[src/rtl/input_conditioner.sv]
// input_conditioner: board-pin front end for the reaction game.
// Synchronizes and debounces the go/reset buttons and the 16 slide switches,
// then turns accepted edges into single-cycle command pulses, stable switch
// levels and per-switch change strobes for state_manager.
module input_conditioner #(
    parameter int DEBOUNCE_CYCLES = 1_000_000,
    parameter int HOLD_CYCLES     = 200_000_000
) (
    input  logic        clk,
    input  logic        rst_n,
    input  logic        btn_go,
    input  logic        btn_reset,
    input  logic [15:0] sw_raw,
    output logic        go,
    output logic        resetGame,
    output logic        resetAll,
    output logic [15:0] switches,
    output logic [15:0] sw_changed
);

    // Channel map: [15:0] switches, [16] go button, [17] reset button
    localparam int NCH    = 18;
    localparam int CH_GO  = 16;
    localparam int CH_RST = 17;

    localparam int TW = (DEBOUNCE_CYCLES > 1) ? $clog2(DEBOUNCE_CYCLES) : 1;
    localparam int HW = (HOLD_CYCLES > 1) ? $clog2(HOLD_CYCLES) : 1;

    localparam logic [TW-1:0] TICK_LAST = TW'(DEBOUNCE_CYCLES - 1);
    localparam logic [HW-1:0] HOLD_LAST = HW'(HOLD_CYCLES - 1);

    typedef enum logic [1:0] {
        IDLE  = 2'd0,
        SHORT = 2'd1,
        LONG  = 2'd2
    } rst_state_t;

    logic [NCH-1:0] raw_vec;
    logic [NCH-1:0] sync1_reg;
    logic [NCH-1:0] sync2_reg;

    logic [TW-1:0]  tick_cnt_reg;
    logic           tick;

    logic [NCH-1:0] sample_reg;
    logic [NCH-1:0] sample_next;
    logic [NCH-1:0] stable_reg;
    logic [NCH-1:0] stable_next;
    logic [NCH-1:0] stable_prev_reg;

    logic [NCH-1:0] rise;
    logic [NCH-1:0] fall;

    logic           go_reg;
    logic [15:0]    sw_changed_reg;

    rst_state_t     state_reg;
    logic [HW-1:0]  hold_cnt_reg;
    logic           reset_game_reg;
    logic           reset_all_reg;

    assign raw_vec = {btn_reset, btn_go, sw_raw};

    // Two-flop synchronizer on every raw pin
    always_ff @(posedge clk or negedge rst_n) begin
        if (!rst_n) begin
            sync1_reg <= '0;
            sync2_reg <= '0;
        end else begin
            sync1_reg <= raw_vec;
            sync2_reg <= sync1_reg;
        end
    end

    // Free-running sample-tick counter, wraps after DEBOUNCE_CYCLES-1
    always_ff @(posedge clk or negedge rst_n) begin
        if (!rst_n) begin
            tick_cnt_reg <= '0;
        end else if (tick_cnt_reg == TICK_LAST) begin
            tick_cnt_reg <= '0;
        end else begin
            tick_cnt_reg <= tick_cnt_reg + TW'(1);
        end
    end

    assign tick = (tick_cnt_reg == TICK_LAST);

    // Per-channel debounce: a level is accepted once two consecutive ticks agree
    generate
        for (genvar gi = 0; gi < NCH; gi++) begin : g_debounce
            assign sample_next[gi] = tick ? sync2_reg[gi] : sample_reg[gi];
            assign stable_next[gi] = (tick && (sync2_reg[gi] == sample_reg[gi])
                                      && (sync2_reg[gi] != stable_reg[gi]))
                                     ? sync2_reg[gi] : stable_reg[gi];
        end
    endgenerate

    // Debounce state and previous-cycle copy of the accepted levels
    always_ff @(posedge clk or negedge rst_n) begin
        if (!rst_n) begin
            sample_reg      <= '0;
            stable_reg      <= '0;
            stable_prev_reg <= '0;
        end else begin
            sample_reg      <= sample_next;
            stable_reg      <= stable_next;
            stable_prev_reg <= stable_reg;
        end
    end

    assign rise = stable_reg & ~stable_prev_reg;
    assign fall = ~stable_reg & stable_prev_reg;

    // Registered edge strobes for the go button and the switches
    always_ff @(posedge clk or negedge rst_n) begin
        if (!rst_n) begin
            go_reg         <= 1'b0;
            sw_changed_reg <= '0;
        end else begin
            go_reg         <= rise[CH_GO];
            sw_changed_reg <= stable_reg[15:0] ^ stable_prev_reg[15:0];
        end
    end

    // Reset-button press classifier: short press -> resetGame on release,
    // long press -> resetAll once the hold counter reaches its threshold
    always_ff @(posedge clk or negedge rst_n) begin
        if (!rst_n) begin
            state_reg      <= IDLE;
            hold_cnt_reg   <= '0;
            reset_game_reg <= 1'b0;
            reset_all_reg  <= 1'b0;
        end else begin
            reset_game_reg <= 1'b0;
            reset_all_reg  <= 1'b0;
            case (state_reg)
                IDLE: begin
                    hold_cnt_reg <= '0;
                    if (rise[CH_RST]) begin
                        state_reg <= SHORT;
                    end
                end
                SHORT: begin
                    if (fall[CH_RST]) begin
                        reset_game_reg <= 1'b1;
                        hold_cnt_reg   <= '0;
                        state_reg      <= IDLE;
                    end else if (hold_cnt_reg == HOLD_LAST) begin
                        // Counter saturates here for the rest of the press
                        reset_all_reg <= 1'b1;
                        state_reg     <= LONG;
                    end else begin
                        hold_cnt_reg <= hold_cnt_reg + HW'(1);
                    end
                end
                LONG: begin
                    if (fall[CH_RST]) begin
                        hold_cnt_reg <= '0;
                        state_reg    <= IDLE;
                    end
                end
                default: begin
                    hold_cnt_reg <= '0;
                    state_reg    <= IDLE;
                end
            endcase
        end
    end

    assign go         = go_reg;
    assign resetGame  = reset_game_reg;
    assign resetAll   = reset_all_reg;
    assign switches   = stable_reg[15:0];
    assign sw_changed = sw_changed_reg;

endmodule
[config.mk]
export PLATFORM = sky130hd
export DESIGN_NAME = input_conditioner
export DESIGN_NICKNAME = d
export VERILOG_FILES = /design/src/rtl/input_conditioner.sv
export SDC_FILE = /design/constraint.sdc
export NUM_CORES = 1
export LEC_CHECK = 0
export CORE_MARGIN = 1
export CORE_UTILIZATION = 55
export CTS_CLUSTER_DIAMETER = 150
export DETAILED_ROUTE_END_ITERATION = 8
export PLACE_DENSITY = 0.77
export SYNTH_ARGS = -nofsm -noshare
export SYNTH_HDL_FRONTEND = slang
export SYNTH_SLANG_ARGS = --single-unit
[constraint.sdc]
create_clock -name clk -period 6.3 [get_ports clk]
set_input_delay 1.89 -clock clk [delete_from_list [all_inputs] [get_ports clk]]
set_output_delay 1.89 -clock clk [all_outputs]
set_load 0.01 [all_outputs]
==> flow_metrics.py <==
metrics = {
    "run_status": {
        "run_status": "completed",
    },
    "worst_setup_path": {
        "worst_path_largest_cell_delay_ns": 0.59,
        "crit_required_ns": 4.41,
        "timing.critical_path.from_type": "register",
        "critical_path_buf_inv_count": 1,
        "worstSetupEndpointType": "output port",
        "cpMaxStageDelayCell": "sky130_fd_sc_hd__clkdlybuf4s50_1",
        "critPathTopFamily": "buffers and inverters",
        "crit_type": "register to output port",
        "reg2reg_slack_ns": 3.56,
        "crit_path_cell_trace": "clkdlybuf4s50_1",
        "worst_ep_arrival_time_ns": 1.55,
        "critical_path.max_fanout": 5,
    },
    "global_route": {
        "pin_count_of_the_biggest_net_entering_global_routing": 124,
        "grt_pass1_vias": 3991,
        "grt_antenna_before_repair": 0,
        "grt_pass1_wl_um": 19010,
        "grt_util_all_layers": 0.2144,
        "gr-total-overflow": 0,
    },
    "timing": {
        "min_period_ns": 3.442,
        "setup_repair_after_global_routing_missed_its_margin": "no",
        "timing.final.hold_violations": 0,
        "fin_tns_setup_ns": 0,
        "final.setup.worst_slack_ns": 2.858,
        "final_report_setup_violation_count": 0,
        "drv_slew": 0,
        "fin_crit_sh": 0.5463,
        "max-slew-margin-rel": 0.1965,
        "worst_slew_pin_slew_ns": 1.196,
        "max_clock_freq_ghz": 0.2906,
        "clock-skew-final_ns": 0.009930,
    },
    "floorplan": {
        "num_io_pins": 55,
        "core-area_um2": 10890,
        "die_ar_um2": 11670,
        "row_count": 38,
        "die_height_um": 108.0,
        "initial_core_utilization": 0.5680,
        "die_width_um": 108.0,
    },
    "layout": {
        "nNetsFinal": 600,
        "largest_register_ff_count": 28,
        "drive_above_1_share": 0.08460,
        "synth_to_final_area_change_pct": 18.21,
        "fin_area_um2": 7311,
        "num-fill-cells": 779,
        "diodes_inserted": 0,
    },
    "clocking": {
        "cts_buffers": 17,
        "cts.sink_count": 159,
        "postCtsResizedCells": 0,
        "cts_tree": "done",
        "clock-root-buffer": "sky130_fd_sc_hd__clkbuf_8",
        "insertion_delay_ns": 0.53,
        "ctsHtreeMaxLevel": 4,
        "clockBufferDepth": 2,
        "cts_post_setup_buffers_inserted": 0,
        "worst_setup_hold_path_clk_slew_ns": 0.06,
        "cts_hold_buffers": 0,
    },
    "yosys": {
        "synth.distinct_cells": 49,
        "syn-cell-area_um2": 6185,
        "mappedNetlistNets": 557,
        "synthesis.area_per_instance_um2": 11.56,
        "yosysWarningCount": 0,
        "synth.ff_latch_count": 159,
        "synth_enable_flop_cells": 0,
        "share_of_the_yosys_chip_area_belonging_to_registers": 0.6433,
        "synth_async_sr_flop_share": 1.000,
        "synth_ff_type": "sky130_fd_sc_hd__dfrtp_1",
        "postSynthCellCount": 535,
    },
    "drt": {
        "detail_route.drc_violations": 0,
        "detail_route.iter0.violations": 216,
        "dr.pass1.iters": 4,
        "ant_nets": 0,
        "routed-via-count": 4101,
        "avgRoutedWirePerCell_um": 15.74,
        "wl_um": 11510,
        "via_per_inst": 5.610,
    },
    "place": {
        "post_dp_cell_area_um2": 6718,
        "buffer_ports.inserted": 54,
        "routabilityCongestion": 0.8579,
        "detailedPlace.worstSlack_ns": 3.085,
        "dp_hpwl_um": 6785,
    },
    "pwr": {
        "design_power_total_mw": 2.082,
        "power.density_nw_per_um2": 284.7,
        "cellLeakagePower_nw": 3.255,
        "maximum_resistive_drop_on_vdd_mv": 0.2234,
    },
    "hold_path": {
        "hold_path.class": "register to register",
    },
    "flow_run": {
        "max_cap_violations": 0,
    },
}
[metal layers]
layer	global-route usage	share of wire	vias up
met5	0	0	-
met2	0.3517	0.51	113
met1	0.2710	0.43	2043
met3	0.05184	0.048	13
met4	0.09491	0.014	0
li1	-	-	1932
[synthesized netlist by cell type (2+ instances only)]
cell                       number  area [um2]
sky130_fd_sc_hd__o211ai_1       2       15.01
sky130_fd_sc_hd__xor2_1        32       280.3
sky130_fd_sc_hd__nor3_1         8       40.04
sky130_fd_sc_hd__nand2_1       40       150.1
sky130_fd_sc_hd__and4_1         5       43.79
sky130_fd_sc_hd__ha_1           2       25.02
sky130_fd_sc_hd__nand4_1       16       100.1
sky130_fd_sc_hd__dfrtp_1      159        3979
sky130_fd_sc_hd__buf_2          5       25.02
sky130_fd_sc_hd__nor2b_1        3       18.77
sky130_fd_sc_hd__buf_4         16       120.1
sky130_fd_sc_hd__xnor2_1        9       78.83
sky130_fd_sc_hd__and3_1        11       68.82
sky130_fd_sc_hd__and2_0         2       12.51
sky130_fd_sc_hd__o21ai_2        8       70.07
sky130_fd_sc_hd__or3_1          5       31.28
sky130_fd_sc_hd__buf_6          2       22.52
sky130_fd_sc_hd__nor4_1         2       12.51
sky130_fd_sc_hd__nand2b_1       2       12.51
sky130_fd_sc_hd__and2_1         2       12.51
sky130_fd_sc_hd__nor4bb_1       3       30.03
sky130_fd_sc_hd__nor2_1        33       123.9
sky130_fd_sc_hd__nand3_1       15       75.07
sky130_fd_sc_hd__a31oi_1        6       37.54
sky130_fd_sc_hd__inv_1         21       78.83
sky130_fd_sc_hd__nor4b_1        3       26.28
sky130_fd_sc_hd__clkbuf_1       9       33.78
sky130_fd_sc_hd__o21ai_0       44       220.2
sky130_fd_sc_hd__or4_1          2       15.01
sky130_fd_sc_hd__a41oi_1        2       17.52
sky130_fd_sc_hd__a21oi_1       48       240.2
[placed cells by master, fill, tap and decap left out, types with 3 or more instances in the layout]
cell type                         Yosys  routed
sky130_fd_sc_hd__nand2_1             40      40
sky130_fd_sc_hd__nand4_1             16      16
sky130_fd_sc_hd__nor4bb_1             3       3
sky130_fd_sc_hd__clkdlybuf4s50_1      0      53
sky130_fd_sc_hd__clkbuf_8             0       6
sky130_fd_sc_hd__inv_1               21      21
sky130_fd_sc_hd__o21ai_2              8       8
sky130_fd_sc_hd__buf_4               16       3
sky130_fd_sc_hd__nor2b_1              3       3
sky130_fd_sc_hd__and4_1               5       5
sky130_fd_sc_hd__clkbuf_16            0      16
sky130_fd_sc_hd__xor2_1              32      32
sky130_fd_sc_hd__and3_1              11      11
sky130_fd_sc_hd__nor4b_1              3       3
sky130_fd_sc_hd__nor3_1               8       8
sky130_fd_sc_hd__a21oi_1             48      48
sky130_fd_sc_hd__or3_1                5       5
sky130_fd_sc_hd__nand3_1             15      15
sky130_fd_sc_hd__xnor2_1              9       9
sky130_fd_sc_hd__o21ai_0             44      44
sky130_fd_sc_hd__dfrtp_1            159     159
sky130_fd_sc_hd__a31oi_1              6       6
sky130_fd_sc_hd__nor2_1              33      33
[cell families after synthesis]
group | synth area share
adder cells (fa/ha/maj) | 0.004045
flip-flops | 0.6433
AO/OA/AOI/OAI | 0.1090
XOR/XNOR | 0.05806
buffers and inverters | 0.04613
AND/OR/NAND/NOR | 0.1376
multiplexers | 0.001821
[report_power, final]
| group | switching [mW] | internal, mW | leakage, nW |
|---|---|---|---|
| logic | 0.0204 | 0.0109 | 0.843 |
| registers | 0.00686 | 1.03 | 2.12 |
| clock network | 0.393 | 0.618 | 0.288 |
| total | 0.420 | 1.66 | 3.25 |
[final timing paths]
kind                                       from             end  depth (start not counted)
worst max register to register  tick_cnt_reg[7]  stable_reg[13]                          6
max in group asynchronous                 rst_n    state_reg[1]                          2
worst min-delay path               sync1_reg[1]    sync2_reg[1]                          0
worst min register to register     sync1_reg[1]    sync2_reg[1]                          0
worst max-delay path              stable_reg[1]     switches[1]                          1
min in group asynchronous                 rst_n   sample_reg[0]                          1
[per-stage QoR]
stage / hold WS [ns] / cells / utilization
2_1_floorplan: 0.3312 / 535 / -
3_3_place_gp: 0.3315 / 699 / 0.6170
3_5_place_dp: 0.3347 / 699 / 0.6170
4_1_cts: 0.3481 / 731 / 0.6715
5_1_grt: 0.3577 / 731 / 0.6715
6_report: 0.3466 / 731 / 0.6715
[layout make-up]
cell class	instances	area (um2)	share of cell area
tap	140	175.2	0.02396
clock inverter	8	102.6	0.01403
sequential	159	3979	0.5442
clock buffer	24	490.5	0.06709
timing repair buffer	57	564.3	0.07719
multi-input combinational	322	1921	0.2627
inverter	21	78.83	0.01078
No activity file was read; power rests on OpenSTA's default activity.
